**src/rtl/lfsr_seq_gen.sv**
```systemverilog
// Parametrised LFSR sequence generator (Fibonacci or Galois) that runs a
// programmed number of shifts from an explicit seed and then pulses done.
module lfsr_seq_gen #(
  parameter int WIDTH = 8,
  parameter int CNT_W = 8
) (
  input  logic             clk,
  input  logic             rst_n,
  input  logic             start,
  input  logic             abort,
  input  logic             mode,
  input  logic [WIDTH-1:0] tap_mask,
  input  logic [WIDTH-1:0] seed,
  input  logic [CNT_W-1:0] steps,
  output logic [WIDTH-1:0] num,
  output logic             busy,
  output logic             done,
  output logic             err_zero
);

  // Handshake: start is a level sampled only in IDLE/DONE; while busy is high
  // start is ignored and abort (sampled only in LOAD/RUN) returns to IDLE with
  // no done pulse. done is high for exactly the DONE state cycle.
  typedef enum logic [1:0] {IDLE, LOAD, RUN, DONE} state_t;

  localparam logic [CNT_W-1:0] CNT_ONE = {{(CNT_W-1){1'b0}}, 1'b1};

  state_t           state, state_next;
  logic             mode_q;
  logic [WIDTH-1:0] tap_q, seed_q;
  logic [CNT_W-1:0] steps_q, cnt;
  logic             zero_cfg, last_step;
  logic [WIDTH-1:0] fib_next, gal_next, shift_next;

  assign zero_cfg   = (seed_q == '0) || (tap_q == '0);
  assign last_step  = ((cnt + CNT_ONE) == steps_q);
  assign fib_next   = {num[WIDTH-2:0], ^(num & tap_q)};
  assign gal_next   = {num[WIDTH-2:0], 1'b0} ^ (num[WIDTH-1] ? tap_q : '0);
  assign shift_next = mode_q ? gal_next : fib_next;

  assign busy = (state == LOAD) || (state == RUN);
  assign done = (state == DONE);

  always_ff @(posedge clk or negedge rst_n) begin
    if (!rst_n) state <= IDLE;
    else        state <= state_next;
  end

  always_comb begin
    state_next = state;
    case (state)
      IDLE: if (start) state_next = LOAD;
      LOAD: begin
        if (abort)                             state_next = IDLE;
        else if (zero_cfg || steps_q == '0)    state_next = DONE;
        else                                   state_next = RUN;
      end
      RUN: begin
        if (abort)          state_next = IDLE;
        else if (last_step) state_next = DONE;
      end
      DONE: state_next = start ? LOAD : IDLE;
      default: state_next = IDLE;
    endcase
  end

  always_ff @(posedge clk or negedge rst_n) begin
    if (!rst_n) begin
      num      <= '0;
      cnt      <= '0;
      err_zero <= 1'b0;
      mode_q   <= 1'b0;
      tap_q    <= '0;
      seed_q   <= '0;
      steps_q  <= '0;
    end else begin
      case (state)
        IDLE, DONE: begin
          if (start) begin
            mode_q   <= mode;
            tap_q    <= tap_mask;
            seed_q   <= seed;
            steps_q  <= steps;
            err_zero <= 1'b0;
          end
        end
        LOAD: begin
          // A valid seed is loaded even when aborting so num shows the seed.
          if (zero_cfg) begin
            if (!abort) begin
              num      <= '0;
              err_zero <= 1'b1;
            end
          end else begin
            num <= seed_q;
            cnt <= '0;
          end
        end
        RUN: begin
          if (!abort) begin
            num <= shift_next;
            cnt <= cnt + CNT_ONE;
          end
        end
        default: ;
      endcase
    end
  end

endmodule

```
**config.mk**
```make
export PLATFORM = sky130hd
export DESIGN_NAME = lfsr_seq_gen
export DESIGN_NICKNAME = d
export VERILOG_FILES = /design/src/rtl/lfsr_seq_gen.sv
export SDC_FILE = /design/constraint.sdc
export NUM_CORES = 1
export LEC_CHECK = 0
export CORE_UTILIZATION = 65
export CTS_CLUSTER_SIZE = 8
export DETAILED_ROUTE_END_ITERATION = 16
export DONT_BUFFER_PORTS = 1
export PLACE_DENSITY = 0.81
export SETUP_SLACK_MARGIN = 0.4
export SLEW_MARGIN = 20
export SYNTH_ARGS = -nofsm -noshare
export SYNTH_HDL_FRONTEND = slang
export SYNTH_SLANG_ARGS = --single-unit
```
**constraint.sdc**
```tcl
create_clock -name clk -period 3.39 [get_ports clk]
set_input_delay 0.339 -clock clk [delete_from_list [all_inputs] [get_ports clk]]
set_output_delay 0.339 -clock clk [all_outputs]
set_load 0.01 [all_outputs]
```
==> flow_summary.json <==
{
  "met3RoutedLength_um": 435,
  "synth-edff-count": 0,
  "die_area_um2": 4040,
  "final_hold_viol_count": 0,
  "worst_hold_class": "input port to flop",
  "hold-path-endpoint": "mode_q",
  "placedCellCount": 267,
  "netlist_top_cells_area": "sky130_fd_sc_hd__dfrtp_1, sky130_fd_sc_hd__mux2_2, sky130_fd_sc_hd__xnor2_1, sky130_fd_sc_hd__nand2_1, sky130_fd_sc_hd__ha_1",
  "layout-area-overhead-vs-synth_pct": 5.95,
  "outcome": "completed",
  "yosys_warnings": 0,
  "ys_top_cells_by_count": "sky130_fd_sc_hd__dfrtp_1, sky130_fd_sc_hd__mux2_2, sky130_fd_sc_hd__nand2_1",
  "worst_r2r_startpoint": "state[0]",
  "critPathSlowestCell": "sky130_fd_sc_hd__ha_1",
  "report.final.setup_viol": 0,
  "pwr-share-clk": 0.148,
  "holdPathStages": 1,
  "synth_top_area_share": 0.447,
  "clk_root_buffer_cell": "sky130_fd_sc_hd__clkbuf_8",
  "synthDominantAreaCellType": "sky130_fd_sc_hd__dfrtp_1",
  "yosysMostFrequentCell": "sky130_fd_sc_hd__dfrtp_1",
  "syn-instance-count": 230,
  "regToRegSetupSlack_ns": 1.13,
  "clock-sinks": 44,
  "first_iter_violations": 117,
  "netSwitchingPower_w": 0.000998,
  "antenna_nets_post_route": 0,
  "intPower_w": 0.00153,
  "timing.clock.skew_ns": 0.00581,
  "gr-usage-all-layers": 0.289,
  "worst_slew_pin_slew_ns": 0.666,
  "remaining_drc_errors": 0,
  "r2r_cells": 6,
  "synth.cell_area_um2": 2460,
  "number_of_inserted_diodes": 0,
  "timing.setup.tns_ns": 0,
  "cts-root-to-sink-buffers": 2,
  "synth.lib_cells_used.distinct": 44,
  "power.switching_fraction": 0.394,
  "top_layer_used": "met4",
  "syn_avg_cell_area_um2": 10.7,
  "design.portCount": 40,
  "post-route-period-util": 0.665,
  "drive_above_1_share": 0.197,
  "drt_pre_antenna_iters": 4,
  "detail_route.wirelength_mm": 5.24,
  "crit_path_cell_trace": "inv_1, ha_1, or2b_1, nor2_2, nand2_1, o21ai_0",
  "p_seq_frac": 0.417,
  "worstPathArrival_ns": 2.44,
  "start_util": 0.710,
  "synth_nets": 265,
  "cts_tree": "yes",
  "worst_setup_hold_path_clk_slew_ns": 0.08,
  "detail_route.wirelength.met1_mm": 2.31,
  "drt-wirelength-per-cell_um": 19.0,
  "routed-wl-met2_mm": 2.40,
  "cts_repair_resize_count": 0,
  "die_height_um": 63.5,
  "ys_ff_latch": 44,
  "finalNetCount": 265,
  "power_frac_comb": 0.435,
  "final_cells": 275,
  "post-route-min-period_ns": 2.26,
  "ys.flop_type": "sky130_fd_sc_hd__dfrtp_1",
  "grt_start_max_net_pins": 45,
  "cts_post_setup_buffers_inserted": 0,
  "relSlewSlack": 0.556,
  "number_of_cts_inserted_buffers": 5,
  "maxClockFrequency_mhz": 443,
  "number_of_buffers_added_to_fix_hold_violations_after_cts": 2,
  "irDropWorstVdd_uv": 578,
  "grt_first_pass_wirelength_mm": 8.87,
  "placementRows": 21,
  "critical_path.reg2reg.endpoint": "cnt[5]",
  "async_flop_share": 1.00,
  "grt_overflow_total": 0,
  "cp_data_required_time_ns": 3.57,
  "vias_in_the_first_global_route": 1803,
  "buffer_ports.inserted": 0,
  "die_width_um": 63.5,
  "maxCapViolations": 0,
  "routed-via-count": 1813,
  "critPathMaxFanout": 13,
  "yosysSeqAreaShare": 0.447,
  "post-dp-hpwl_mm": 3.77,
  "cts-htree-levels": 2,
  "power_leakage_nw": 1.08,
  "power.density_nw_per_um2": 971,
  "slew_viol_final": 0,
  "critical_path.startpoint_type": "flop",
  "timing_worst_setup_path_type": "flop to flop",
  "detail_route.vias_per_cell": 6.59,
  "fp.coreArea_um2": 3470,
  "globalplace.congestion": 0.871,
  "cp_slowest_stage_delay_ns": 0.47,
  "unrepaired_setup_endpoints_after_global_routing": "no",
  "antenna_found_initial": 0,
  "hold_path.startpoint": "mode",
  "clk-insertion-delay-late_ns": 0.28,
  "worst_setup_path_end_kind": "flop"
}
## stage by stage
step | hold slack (ns) | worst slack, ns | total power, W | util | cell area (µm²)
finish | 0.199 | 1.13 | 0.00253 | 0.752 | 2610
global route | 0.190 | 0.948 | 0.00270 | 0.752 | 2610
CTS | 0.195 | 1.18 | 0.00254 | 0.752 | 2610
detailed placement | 0.0450 | 1.20 | 0.00214 | 0.715 | 2480
global placement | 0.0448 | 1.30 | 0.00206 | 0.715 | 2480
floorplan | 0.0434 | 1.29 | 0.00190 | - | 2460
## registers in the layout (all words and copies together), names as in the netlist
register / cells
cnt: 8
seed_q: 8
num: 8
mode_q: 1
err_zero: 1
tap_q: 8
state: 2
steps_q: 8
## critical path, delay by kind of cell (launching register included)
family          cells  cell delay, ns
compound gates      1            0.24
fa+ha+maj           1            0.47
buf+inv             1            0.12
flops               1            0.42
simple gates        3            0.90
## worst max-delay path by stage
stage,startpoint,to,slack [ns],depth (start not counted)
6_report,state[0],cnt[5],1.13,6
4_1_cts,state[0],cnt[5],1.18,6
2_1_floorplan,state[0],seed_q[0],1.29,7
5_1_grt,state[0],cnt[5],0.95,6
3_5_place_dp,state[0],cnt[4],1.20,6
3_3_place_gp,state[0],cnt[4],1.30,6
## power groups by stage
stage | logic, W | clock network [W] | registers [W]
2_1_floorplan | 0.000933 | 0 | 0.000963
5_1_grt | 0.00122 | 0.000401 | 0.00109
4_1_cts | 0.00111 | 0.000384 | 0.00105
3_5_place_dp | 0.00109 | 0 | 0.00106
3_3_place_gp | 0.00102 | 0 | 0.00104
6_report | 0.00110 | 0.000374 | 0.00106
## layer usage
| layer | vias to the layer above | GRT usage |
|---|---|---|
| met5 | - | 0 |
| met4 | 0 | 0.108 |
| met3 | 10 | 0.0580 |
| met2 | 91 | 0.431 |
| met1 | 877 | 0.414 |
| li1 | 835 | - |
## layout make-up
type	count	area, µm²
clock buffer	5	68.8
fill	239	861
tap	46	57.6
clock inverter	1	30.0
sequential	44	1100
multi-input combinational	173	1300
inverter	3	11.3
timing repair buffer	3	37.5
## placed cells by master (no fill, tap or decap), types with 2 or more instances in the layout
| cell type | netlist | final |
|---|---|---|
| sky130_fd_sc_hd__a211o_1 | 2 | 2 |
| sky130_fd_sc_hd__a211oi_1 | 2 | 2 |
| sky130_fd_sc_hd__a21o_1 | 4 | 4 |
| sky130_fd_sc_hd__a21o_2 | 3 | 3 |
| sky130_fd_sc_hd__a21oi_1 | 11 | 11 |
| sky130_fd_sc_hd__a22o_1 | 2 | 2 |
| sky130_fd_sc_hd__a22o_2 | 3 | 3 |
| sky130_fd_sc_hd__a22oi_1 | 7 | 7 |
| sky130_fd_sc_hd__a31oi_1 | 8 | 8 |
| sky130_fd_sc_hd__and2_1 | 2 | 2 |
| sky130_fd_sc_hd__and4_1 | 2 | 2 |
| sky130_fd_sc_hd__clkbuf_8 | 0 | 5 |
| sky130_fd_sc_hd__dfrtp_1 | 44 | 44 |
| sky130_fd_sc_hd__ha_1 | 6 | 6 |
| sky130_fd_sc_hd__inv_1 | 3 | 3 |
| sky130_fd_sc_hd__mux2_2 | 25 | 25 |
| sky130_fd_sc_hd__mux2i_1 | 2 | 2 |
| sky130_fd_sc_hd__nand2_1 | 25 | 25 |
| sky130_fd_sc_hd__nand2b_1 | 2 | 2 |
| sky130_fd_sc_hd__nand3_1 | 4 | 4 |
| sky130_fd_sc_hd__nor2_1 | 7 | 7 |
| sky130_fd_sc_hd__nor3_1 | 4 | 4 |
| sky130_fd_sc_hd__nor4_1 | 2 | 2 |
| sky130_fd_sc_hd__nor4_2 | 2 | 2 |
| sky130_fd_sc_hd__o211ai_1 | 2 | 2 |
| sky130_fd_sc_hd__o21ai_0 | 7 | 7 |
| sky130_fd_sc_hd__xnor2_1 | 22 | 22 |
| sky130_fd_sc_hd__xor2_1 | 2 | 2 |
## logic make-up (layout without fill, tap and decap cells)
family,Yosys count,count (layout),synth area share
AOI/OAI and AO/OA,59,59,0.172
xor gates and xnor gates,24,24,0.0854
adders and majority gates,6,6,0.0305
buffers and inverters,13,12,0.0249
DFF,44,44,0.447
muxes,27,27,0.123
and+or+nand+nor,57,57,0.117
Note: power is estimated with default switching activity, not from simulation.
